### src/rtl/mips_pkg.sv
// Shared MIPS front-end encodings: branch/jump type codes, default vectors
// and the PC unit's two-state type.
package mips_pkg;

  localparam logic [2:0] BR_NONE = 3'd0;
  localparam logic [2:0] BR_BEQ  = 3'd1;
  localparam logic [2:0] BR_BNE  = 3'd2;
  localparam logic [2:0] BR_BLEZ = 3'd3;
  localparam logic [2:0] BR_BGTZ = 3'd4;
  localparam logic [2:0] BR_BLTZ = 3'd5;
  localparam logic [2:0] BR_BGEZ = 3'd6;

  localparam logic [1:0] J_NONE = 2'd0;
  localparam logic [1:0] J_IDX  = 2'd1;
  localparam logic [1:0] J_REG  = 2'd2;

  localparam logic [31:0] RESET_PC_DEF = 32'h0000_3000;
  localparam logic [31:0] EXC_VEC_DEF  = 32'h0000_4180;

  typedef logic pc_state_t;
  localparam pc_state_t ST_IDLE = 1'b0;
  localparam pc_state_t ST_PEND = 1'b1;

endpackage

### src/rtl/branch_cmp.sv
// Signed branch-condition evaluator for the six MIPS conditional branches;
// reserved and none encodings never report taken.
module branch_cmp
  import mips_pkg::*;
(
  input  logic [2:0]  br_type,
  input  logic [31:0] rs_val,
  input  logic [31:0] rt_val,
  output logic        taken
);

  logic rs_zero;
  logic rs_neg;

  always_comb begin
    rs_zero = (rs_val == 32'd0);
    rs_neg  = rs_val[31];
    taken   = 1'b0;
    case (br_type)
      BR_BEQ:  taken = (rs_val == rt_val);
      BR_BNE:  taken = (rs_val != rt_val);
      BR_BLEZ: taken = rs_neg | rs_zero;
      BR_BGTZ: taken = !rs_neg && !rs_zero;
      BR_BLTZ: taken = rs_neg;
      BR_BGEZ: taken = !rs_neg;
      default: taken = 1'b0;
    endcase
  end

endmodule

### src/rtl/pc_next_unit.sv
// Program counter and next-PC selection: branches, jumps, exception entry/eret,
// and a one-deep redirect buffer while fetch stalls. Optional: PC_ALIGN_CHK_EN.
module pc_next_unit
  import mips_pkg::*;
#(
  parameter int unsigned ADDR_W   = 32,
  parameter logic [31:0] RESET_PC = RESET_PC_DEF,
  parameter logic [31:0] EXC_VEC  = EXC_VEC_DEF
) (
  input  logic              clk,
  input  logic              reset,
  input  logic              if_ready,
  input  logic              d_valid,
  input  logic [ADDR_W-1:0] pc_d,
  input  logic [2:0]        br_type,
  input  logic [1:0]        j_type,
  input  logic [31:0]       rs_val,
  input  logic [31:0]       rt_val,
  input  logic [15:0]       imm16,
  input  logic [25:0]       index,
  input  logic              exc_req,
  input  logic              eret,
  input  logic [ADDR_W-1:0] epc,
  output logic [ADDR_W-1:0] pc,
  output logic [ADDR_W-1:0] pc4,
  output logic [ADDR_W-1:0] link_addr,
`ifdef PC_ALIGN_CHK_EN
  output logic              misalign,
`endif
  output logic              redirect
);

  localparam int unsigned AW = ADDR_W;

  pc_state_t         state, state_nxt;
  logic [AW-1:0]     pend_tgt, pend_nxt;
  logic [AW-1:0]     pc_nxt;
  logic [AW-1:0]     br_tgt, j_tgt, tgt;
  logic              br_taken;

  branch_cmp u_branch_cmp (
    .br_type (br_type),
    .rs_val  (rs_val),
    .rt_val  (rt_val),
    .taken   (br_taken)
  );

  // Redirect qualification and target; a valid jump type overrides any branch.
  always_comb begin
    br_tgt    = pc_d + AW'(4) + AW'({{14{imm16[15]}}, imm16, 2'b00});
    j_tgt     = {pc_d[AW-1:28], index, 2'b00};
    link_addr = pc_d + AW'(8);
    redirect  = 1'b0;
    tgt       = br_tgt;
    if (d_valid) begin
      if (j_type == J_IDX) begin
        redirect = 1'b1;
        tgt      = j_tgt;
      end else if (j_type == J_REG) begin
        redirect = 1'b1;
        tgt      = rs_val[AW-1:0];
      end else begin
        redirect = br_taken;
      end
    end
  end

  // Next-state / next-PC selection.
  always_comb begin
    state_nxt = state;
    pc_nxt    = pc;
    pend_nxt  = pend_tgt;
    if (exc_req) begin
      pc_nxt    = AW'(EXC_VEC);
      state_nxt = ST_IDLE;
      pend_nxt  = '0;
    end else if (eret) begin
      pc_nxt    = epc;
      state_nxt = ST_IDLE;
      pend_nxt  = '0;
    end else begin
      case (state)
        ST_PEND: begin
          if (if_ready) begin
            pc_nxt    = pend_tgt;
            state_nxt = ST_IDLE;
          end else if (redirect) begin
            pend_nxt = tgt;
          end
        end
        default: begin
          if (if_ready) begin
            pc_nxt = redirect ? tgt : pc + AW'(4);
          end else if (redirect) begin
            pend_nxt  = tgt;
            state_nxt = ST_PEND;
          end
        end
      endcase
    end
  end

  always_ff @(posedge clk) begin
    if (reset) begin
      state    <= ST_IDLE;
      pc       <= AW'(RESET_PC);
      pc4      <= AW'(RESET_PC) + AW'(4);
      pend_tgt <= '0;
`ifdef PC_ALIGN_CHK_EN
      misalign <= 1'b0;
`endif
    end else begin
      state    <= state_nxt;
      pc       <= pc_nxt;
      pc4      <= pc_nxt + AW'(4);
      pend_tgt <= pend_nxt;
`ifdef PC_ALIGN_CHK_EN
      misalign <= |pc_nxt[1:0];
`endif
    end
  end

endmodule

### config.mk
export PLATFORM = sky130hd
export DESIGN_NAME = pc_next_unit
export DESIGN_NICKNAME = d
export VERILOG_FILES = /design/src/rtl/mips_pkg.sv /design/src/rtl/branch_cmp.sv /design/src/rtl/pc_next_unit.sv
export SDC_FILE = /design/constraint.sdc
export NUM_CORES = 1
export LEC_CHECK = 0
export BUFFER_PORTS_ARGS = -buffer_cell sky130_fd_sc_hd__buf_4
export CORE_MARGIN = 8
export CORE_UTILIZATION = 40
export DETAILED_ROUTE_END_ITERATION = 8
export GPL_TIMING_DRIVEN = 0
export PLACE_DENSITY = 0.63
export SKIP_LAST_GASP = 1
export SYNTH_ARGS = -nofsm -noshare
export SYNTH_HDL_FRONTEND = slang
export SYNTH_SLANG_ARGS = --single-unit
### constraint.sdc
create_clock -name clk -period 5.8 [get_ports clk]
set_input_delay 1.16 -clock clk [delete_from_list [all_inputs] [get_ports clk]]
set_output_delay 1.16 -clock clk [all_outputs]
set_load 0.01 [all_outputs]
; Word level (Yosys, flattened, before mapping)
; Index checks and enable logic that the tools add are counted.
[word_totals]
inputBits = 181
word_cells = 44
out_inout_bits = 97
ff_bits = 97
[classes]
n_eq_ne = 10
n_reduce_logical = 6
add_sub_neg = 5
n_mux = 17
bitwise = 2
[op_table]
columns = op, count
row1 = $mux W32, 9
row2 = $add A32 B3 Y32 const B, 3
row3 = $add A32 B32 Y32, 1
row4 = $add A32 B4 Y32 const B, 1
row5 = $eq A32 B32 Y1, 1
row6 = $logic_not A32 Y1, 1
row7 = $ne A32 B32 Y1, 1
row8 = $eq A3 B3 Y1 const B, 3
row9 = $mux W1, 7
row10 = $eq A3 B2 Y1 const B, 2
row11 = $pmux W1 S6, 1
row12 = $eq A3 B1 Y1 const B, 1
row13 = $reduce_or A3 Y1, 1
row14 = $eq A2 B1 Y1 const B, 1
row15 = $eq A2 B2 Y1 const B, 1
row16 = $logic_not A1 Y1, 2
row17 = $reduce_and A2 Y1, 1
row18 = $logic_and A1 B1 Y1, 1
row19 = $not A1 Y1, 1
row20 = $or A1 B1 Y1, 1

; Longest topological paths before layout
; Gate-level depths: netlist (run 1).
[depth]
word_depth = 13
mapped_depth = 18
ltp_nobuf = 16

; Modules after synthesis
; Synthesis (run 1) repeated with hierarchy kept, for this count alone.
[unflattened]
hier_cells = 1345
hier_area_um2 = 9917.0
[by_module_without_submodules]
columns = module, cells_each, area_each_um2, n_inst, seq_area_each_um2
row1 = pc_next_unit, 1284, 9432.8, 1, 1901.8
row2 = branch_cmp, 61, 484.2, 1, 0.0

; Least setup slack after synthesis (run 1)
; No wires, ideal clock.
[synth_timing]
path_kind = input-to-reg
from = in pc_d[11]
to = reg pc4[30]
path_buffers = 1
t_required_ps = 5677
slack_ps = 823
setup_time_ps = 123
path_stages = 14
arrival_time_ps = 4853
path_cell_list = ha_1 > ha_1 > buf_2 > nand4_1 > or4_4 > a311o_1 > and3b_1 > a2111oi_2 > a211oi_1 > a2111oi_2 > nor3b_2 > nand2_1 > nor4_1 > mux2_1
[synth_between]
elab_chain_len = 11
[synth_rtl]
columns = element, line
row1 = "start, declared", pc_next_unit.sv:14  ; input logic [ADDR_W-1:0] pc_d,
row2 = $add A32 B3 Y32 *, pc_next_unit.sv:50  ; br_tgt = pc_d + AW'(4) + AW'({{14{imm16[15]}}, imm16, 2'b00});
row3 = $add A32 B32 Y32 *, pc_next_unit.sv:50
row4 = $mux W32, pc_next_unit.sv:59  ; end else if (j_type == J_REG) begin
row5 = $mux W32, pc_next_unit.sv:56  ; if (j_type == J_IDX) begin
row6 = $mux W32 *, pc_next_unit.sv:55  ; if (d_valid) begin
row7 = $mux W32 *, pc_next_unit.sv:93  ; pc_nxt = redirect ? tgt : pc + AW'(4);
row8 = $mux W32 *, pc_next_unit.sv:92  ; if (if_ready) begin
row9 = $mux W32 *, pc_next_unit.sv:82  ; case (state)
row10 = $mux W32 *, pc_next_unit.sv:77  ; end else if (eret) begin
row11 = $mux W32 *, pc_next_unit.sv:73  ; if (exc_req) begin
row12 = $add A32 B3 Y32 *, pc_next_unit.sv:115  ; pc4 <= pc_nxt + AW'(4);
row13 = "end signal, assigned", pc_next_unit.sv:107  ; pc4 <= AW'(RESET_PC) + AW'(4);
row14 = "end signal, assigned", pc_next_unit.sv:115
row15 = "end, declared", pc_next_unit.sv:25  ; output logic [ADDR_W-1:0] pc4,
; Every way passes the cells marked *; elsewhere a longest branch is shown, timed or not.
; A chain may end at the register's enable or synchronous reset.

; Worst setup path in the final report (run 1)
[layout_timing]
from = in pc_d[16]
to = reg pc4[30]
; Same word-level chain as after synthesis.

==> results of run 1 <==
worst reg2reg max path: stages (launching register included):
cell	delay (ps)
dfxtp_1	480
nand4_1	300
nor4_1	1110
nor2b_1	350
nor2b_1	360
xnor2_1	100
nor4_1	170
a211oi_1	80
o21ai_0	300
nand3_1	220
nor4_1	330
mux2_1	360
layout make-up:
| class | instances | area, sq um |
|---|---|---|
| fillers | 2381 | 11110 |
| multi-input cells | 1059 | 6948 |
| repair buffers | 275 | 2064 |
| flip-flops and latches | 95 | 1902 |
| well taps | 319 | 399.1 |
| plain buffers | 84 | 352.8 |
| clock buffers | 10 | 229.0 |
| inverters | 35 | 131.4 |
| clock inverters | 6 | 51.30 |
cell usage in the layout (no fill, tap or decap), drive strengths merged, types with 9 or more instances in the layout:
cell,synthesis,layout
nand3b,9,9
o22ai,21,21
a21o,16,16
ha,60,60
o211ai,13,13
nand2b,22,22
o21ai,52,52
clkbuf,60,70
nor4,24,24
xnor2,84,84
o21a,10,10
xor2,33,33
mux2i,9,9
nand3,56,56
a31oi,23,23
and3,18,18
a21oi,102,102
nor2b,17,17
dfxtp,95,95
or3,9,9
nor2,116,116
buf,24,299
nor3,52,52
nand2,111,111
a22oi,14,14
mux2,11,11
and2,10,10
nand4,32,32
a211oi,33,33
inv,35,38
synthesized netlist by cell type, types with 22 or more instances:
cell	n	area, sq um
o21ai_0	50	250.2
a31oi_1	22	137.6
nor4_1	22	137.6
nand2b_1	22	137.6
clkbuf_1	60	225.2
xnor2_1	84	735.7
nor2_1	116	435.4
a21oi_1	101	505.5
nand2_1	111	416.7
ha_1	60	750.7
inv_1	34	127.6
nand3_1	55	275.3
dfxtp_1	95	1902
nor3_1	52	260.3
a211oi_1	32	240.2
xor2_1	33	289.0
nand4_1	32	200.2
worst paths after layout:
path	from	to	slack (ps)	depth (start not counted)
hold / removal	pend_tgt[25]$_SDFFE_PP0P_	pend_tgt[25]$_SDFFE_PP0P_	460	2
hold reg to reg	pend_tgt[25]$_SDFFE_PP0P_	pend_tgt[25]$_SDFFE_PP0P_	460	2
setup reg to reg	pc[8]$_SDFF_PP0_	pc4[30]$_SDFF_PP0_	1540	11
setup / recovery	pc_d[16]	pc4[30]$_SDFF_PP0_	270	15
registers in the layout (all words and copies together) (netlist names):
name,count
pc,32
pc4,30
pend_tgt,32
state,1
where the power goes:
| group | switching, mW | internal, mW |
|---|---|---|
| Combinational | 0.549 | 0.384 |
| Sequential | 0.0291 | 0.682 |
| Clock | 0.279 | 0.297 |
| Total | 0.857 | 1.36 |
metrics by stage:
stage | hold slack [ps] | area [sq um] | utilization | setup TNS (ps) | std cells
after floorplan | 426.7 | 9329 | - | 0 | 1273
after global placement | 440.4 | 11790 | 0.5085 | -2839 | 1867
after detailed placement | 447.5 | 11800 | 0.5087 | -14.98 | 1867
after CTS | 457.6 | 12080 | 0.5208 | 0 | 1883
after global routing | 482.5 | 12080 | 0.5208 | 0 | 1883
final | 456.9 | 12080 | 0.5208 | 0 | 1883
routing by layer:
| layer | wire length [um] | part of all wire |
|---|---|---|
| met1 | 17570 | 0.43 |
| met2 | 18640 | 0.46 |
| met3 | 3281 | 0.081 |
| met4 | 1044 | 0.026 |
| met5 | 0 | 0 |
cell families after synthesis:
logic type	share of synthesized area
AO/OA/AOI/OAI	0.2481
flip-flops	0.2039
buffers and inverters	0.05190
XOR/XNOR	0.1098
AND/OR/NAND/NOR	0.2807
multiplexers	0.02294
adder cells (fa/ha/maj)	0.08262
==> flow_summary.json, run 1 <==
{
  "status": "completed",
  "syn_area_sq_mm": 0.009329,
  "finalSetupViolCount": 0,
  "critPathLaunchType": "input port",
  "synth_area_per_cell_sq_um": 7.328,
  "path_cells": "buf_4 -> ha_1 -> ha_1 -> clkbuf_1 -> nand2_1 -> or3_1 -> a21oi_1 -> nor3_1 -> nor3_1 -> mux2i_1 -> a2111oi_2 -> nor3b_2 -> nand2_1 -> nor4_1 -> mux2_1",
  "cts-root-buf": "clkbuf_16",
  "top_usage_layer": "met2",
  "cts_inserted_buffers": 9,
  "finalWeightedCongestion": 0.9589,
  "h-tree-depth": 3,
  "row_count": 56,
  "hold_violations": 0,
  "path_clk_slew_ps": 70,
  "initial_core_util": 0.4022,
  "dieWidth_um": 168.7,
  "cts_setup_buffers": 0,
  "syn_nets": 1515,
  "drc": 0,
  "area_growth_pct": 29.47,
  "clock_skew_ps": 7.048,
  "nets": 1801,
  "cts_num_sinks": 95,
  "antenna_found_initial": 0,
  "ys_types": 84,
  "p_leak_nw": 4.841,
  "worst-path-max-fanout": 10,
  "overflow": 0,
  "period_share": 0.9537,
  "track_usage": 0.2760,
  "maxSlewViolCount": 0,
  "synth_edf_count": 0,
  "layout_setup_ws_ps": 268.3,
  "grt_pass1_vias": 10790,
  "setup.worst_path.end_class": "flop",
  "yosysWarnings": 0,
  "cts_tree": "done",
  "vdd_drop_max_v": 0.0001175,
  "period_minus_slack_ps": 5532,
  "die_y_um": 168.7,
  "fmax_ghz": 0.1808,
  "rsz0062_at_grt": "no",
  "hpwl_um": 33620,
  "ys_seq_area_frac": 0.2039,
  "cp_data_required_time_ps": 6040,
  "core_region_area_sq_mm": 0.02319,
  "total_power_mw": 2.220,
  "wire_per_inst_um": 21.53,
  "grt_max_degree": 18,
  "holdBufCountCts": 0,
  "max_slew.worst_pin.slew_ps": 1248,
  "synth_seq_cells": 95,
  "vias_per_cell": 5.886,
  "grt_util_met2": 0.4549,
  "drt_pass1_iterations": 5,
  "worst_path_max_delay_cell": "a21oi_1",
  "path_buf_inv": 2,
  "globalRouteMet1Util": 0.3620,
  "cpPeakStageDelay_ps": 480,
  "synthFlopType": "dfxtp_1",
  "die-area_sq_mm": 0.02846,
  "postCtsResizedCells": 0,
  "wl_um": 40540,
  "ant_nets": 0,
  "grtUsageMet3": 0.04472,
  "hold_path_class": "reg -> reg",
  "clkLatencyLatePin_ps": 350,
  "grt_pass1_wl_um": 61620,
  "antennaDiodeCount": 0,
  "synthCells": 1273,
  "post-place-ws_ps": -14.98,
  "drive_above_1_share": 0.2129,
  "cp.arrival_ps": 5770,
  "async_flop_share": 0,
  "drt_iter0_drc": 1012,
  "slew_headroom": 0.1606,
  "route.vias.total": 11080,
  "clockBufferDepth": 2,
  "cap_violations": 0,
  "p_per_area_mw_per_mm2": 183.8,
  "critPathTopFamily": "simple AND/OR/NAND/NOR gates",
  "portBuffers": 275,
  "crit_type": "in -> reg",
  "num_io_pins": 278
}
Power figures use the tool's default switching activity.
==> run 2, diff against run 1 <==
PLACE_DENSITY = 0.66   (was 0.63)
SYNTH_HIERARCHICAL = 1   (was default)
==> run 2 against run 1 <==
Against the previous run:
- synthesized cell count grew 5.7%
- wire length grew 15%
- register-to-register slack gained 210 ps
- synthesized area grew 6.3%
- combinational power grew 11%
- largest cell class unchanged
- worst setup slack lost 130 ps
==> flow_summary.json, run 2 <==
{
  "layout_commonest_cell": "buf_4",
  "cp.arrival_ps": 5900,
  "cts_inserted_buffers": 9,
  "n_fill_cell": 2448,
  "wl_um": 46690,
  "placedCellCount": 1942,
  "route.vias.total": 12110,
  "ys_seq_area_frac": 0.1918,
  "vdd_drop_max_v": 0.0001140,
  "final_cell_mix": "buf_4, nor2_1, nand2_1",
  "reg_top3": "pc: 32 flops, pend_tgt: 32 flops, pc4: 30 flops",
  "period_share": 0.9766,
  "p_leak_nw": 5.234,
  "cp_data_required_time_ps": 6040,
  "holdBufCountCts": 0,
  "row_count": 57,
  "clock_skew_ps": 8.556,
  "wire_per_inst_um": 23.82,
  "async_flop_share": 0,
  "finalSetupViolCount": 0,
  "finalWeightedCongestion": 0.9623,
  "h-tree-depth": 3,
  "drive_above_1_share": 0.2359,
  "synthCells": 1345,
  "max_slew.worst_pin.slew_ps": 948.8,
  "synth_top_area_frac": 0.1918,
  "grt_pass1_wl_um": 69280,
  "path_cells": "buf_4 -> xor2_1 -> nor4_1 -> nand4_1 -> nor2_1 -> mux2_1 -> o211a_1 -> nor2_2 -> nor2_1 -> o21ai_1 -> a31oi_1 -> nor4b_4 -> buf_4 -> nand2_1 -> nor2_2 -> nand2_1 -> and4bb_1 -> mux2_1",
  "cts_tree": "done",
  "die_y_um": 173.5,
  "p_per_area_mw_per_mm2": 192.9,
  "track_usage": 0.2932,
  "synth_seq_cells": 95,
  "initial_core_util": 0.4078,
  "drt_pass1_iterations": 6,
  "cts_num_sinks": 95,
  "area_growth_pct": 28.43,
  "ys_types": 100,
  "ant_nets": 0,
  "setup.worst_path.end_class": "flop",
  "yosysMostFrequentCell": "nor2_1",
  "regArea_sq_mm": 0.001902,
  "hold_path_class": "reg -> reg",
  "antenna_found_initial": 0,
  "dieWidth_um": 173.5,
  "worst_path_max_delay_cell": "nor4_1",
  "core_region_area_sq_mm": 0.02432,
  "rsz0062_at_grt": "no",
  "grt_util_met2": 0.4724,
  "worst-path-max-fanout": 7,
  "ff2ff_path_depth": 12,
  "clkLatencyLatePin_ps": 360,
  "cap_violations": 0,
  "status": "completed",
  "slew_headroom": 0.3651,
  "hpwl_um": 38760,
  "synthFlopType": "dfxtp_1",
  "antennaDiodeCount": 0,
  "vias_per_cell": 6.176,
  "period_minus_slack_ps": 5664,
  "synth_top_area_cell": "dfxtp_1",
  "drt_iter0_drc": 1266,
  "synthTopCellsByArea": "dfxtp_1, ha_1, nor2_1",
  "path_clk_slew_ps": 70,
  "synth_area_per_cell_sq_um": 7.373,
  "overflow": 0,
  "grt_max_degree": 17,
  "hold_slack_ps": 456.2,
  "clockBufferDepth": 2,
  "num_io_pins": 278,
  "hold_violations": 0,
  "globalRouteMet1Util": 0.3865,
  "syn_nets": 1587,
  "synthTopCellsByCount": "nor2_1, nand2_1, dfxtp_1, a21oi_1, xor2_1",
  "drc": 0,
  "portBuffers": 273,
  "cpPeakStageDelay_ps": 420,
  "multi_input_area_sq_mm": 0.007423,
  "fmax_ghz": 0.1765,
  "grtUsageMet3": 0.06404,
  "final_cells": 1960,
  "crit_type": "in -> reg",
  "critPathLaunchType": "input port",
  "die-area_sq_mm": 0.03009,
  "yosysWarnings": 6,
  "synth_edf_count": 0,
  "nets": 1874,
  "cts-root-buf": "clkbuf_16",
  "top_usage_layer": "met2",
  "whs_path_depth": 2,
  "syn_area_sq_mm": 0.009917,
  "maxSlewViolCount": 0,
  "grt_pass1_vias": 11570
}
## run 2: cell families (layout without fill, tap and decap cells)
family / count (synthesis) / after routing / share of synthesized area
AO/OA/AOI/OAI: 375 / 375 / 0.2680
XOR/XNOR: 116 / 116 / 0.1051
adder cells (fa/ha/maj): 61 / 61 / 0.07772
buffers and inverters: 133 / 424 / 0.05968
flip-flops: 95 / 95 / 0.1918
multiplexers: 13 / 13 / 0.01350
AND/OR/NAND/NOR: 552 / 552 / 0.2843
## run 2: report_power, final
part	internal [mW]	switching [mW]
clock	0.423	0.282
sequential	0.681	0.0294
combinational	0.408	0.634
## run 2: routing by layer
| layer | routed length [um] | vias up |
|---|---|---|
| met5 | 0 | - |
| met4 | 1272 | 0 |
| met3 | 4220 | 90 |
| met2 | 21130 | 618 |
| met1 | 20070 | 5866 |
| li1 | - | 5531 |
## run 2: final timing paths
| path | startpoint | to | slack [ps] |
|---|---|---|---|
| min reg2reg | pend_tgt[30]$_SDFFE_PP0P_ | pend_tgt[30]$_SDFFE_PP0P_ | 460 |
| min | pend_tgt[30]$_SDFFE_PP0P_ | pend_tgt[30]$_SDFFE_PP0P_ | 460 |
| max reg2reg | pc[2]$_SDFF_PP0_ | pc4[31]$_SDFF_PP0_ | 1750 |
| max | rs_val[19] | pc4[31]$_SDFF_PP0_ | 140 |
## run 2: worst max-delay path: cells and delay by family
kind / cells / cell delay (ps)
xor+xnor: 1 / 160
compound gates: 3 / 980
simple gates: 10 / 2570
buf+inv: 2 / 360
mux: 2 / 650
## run 2: what timing repair did
action                                  in CTS  in global routing
endpoints found under the setup margin       0                  1
resized for setup                            0                  1
buffers inserted                             0                  3
## run 2: cell type report
class / instances / area share
Sequential cell: 95 / 0.1493
Inverter: 43 / 0.01267
Clock inverter: 6 / 0.009038
Multi-Input combinational cell: 1117 / 0.5829
Buffer: 90 / 0.03389
Clock buffer: 9 / 0.01768
Timing Repair Buffer: 276 / 0.1627
Tap cell: 324 / 0.03183
## run 2: metrics by stage
step / cell area [sq um] / power (mW) / utilization / setup WS (ps) / TNS (ps)
after floorplan: 9917 / 1.309 / - / 950.5 / 0
after global placement: 12370 / 1.734 / 0.5087 / -308.1 / -747.6
after detailed placement: 12370 / 1.742 / 0.5087 / -272.8 / -557.1
after CTS: 12710 / 2.436 / 0.5227 / 73.06 / 0
after global routing: 12740 / 2.560 / 0.5237 / 12.00 / 0
final: 12740 / 2.457 / 0.5237 / 135.9 / 0
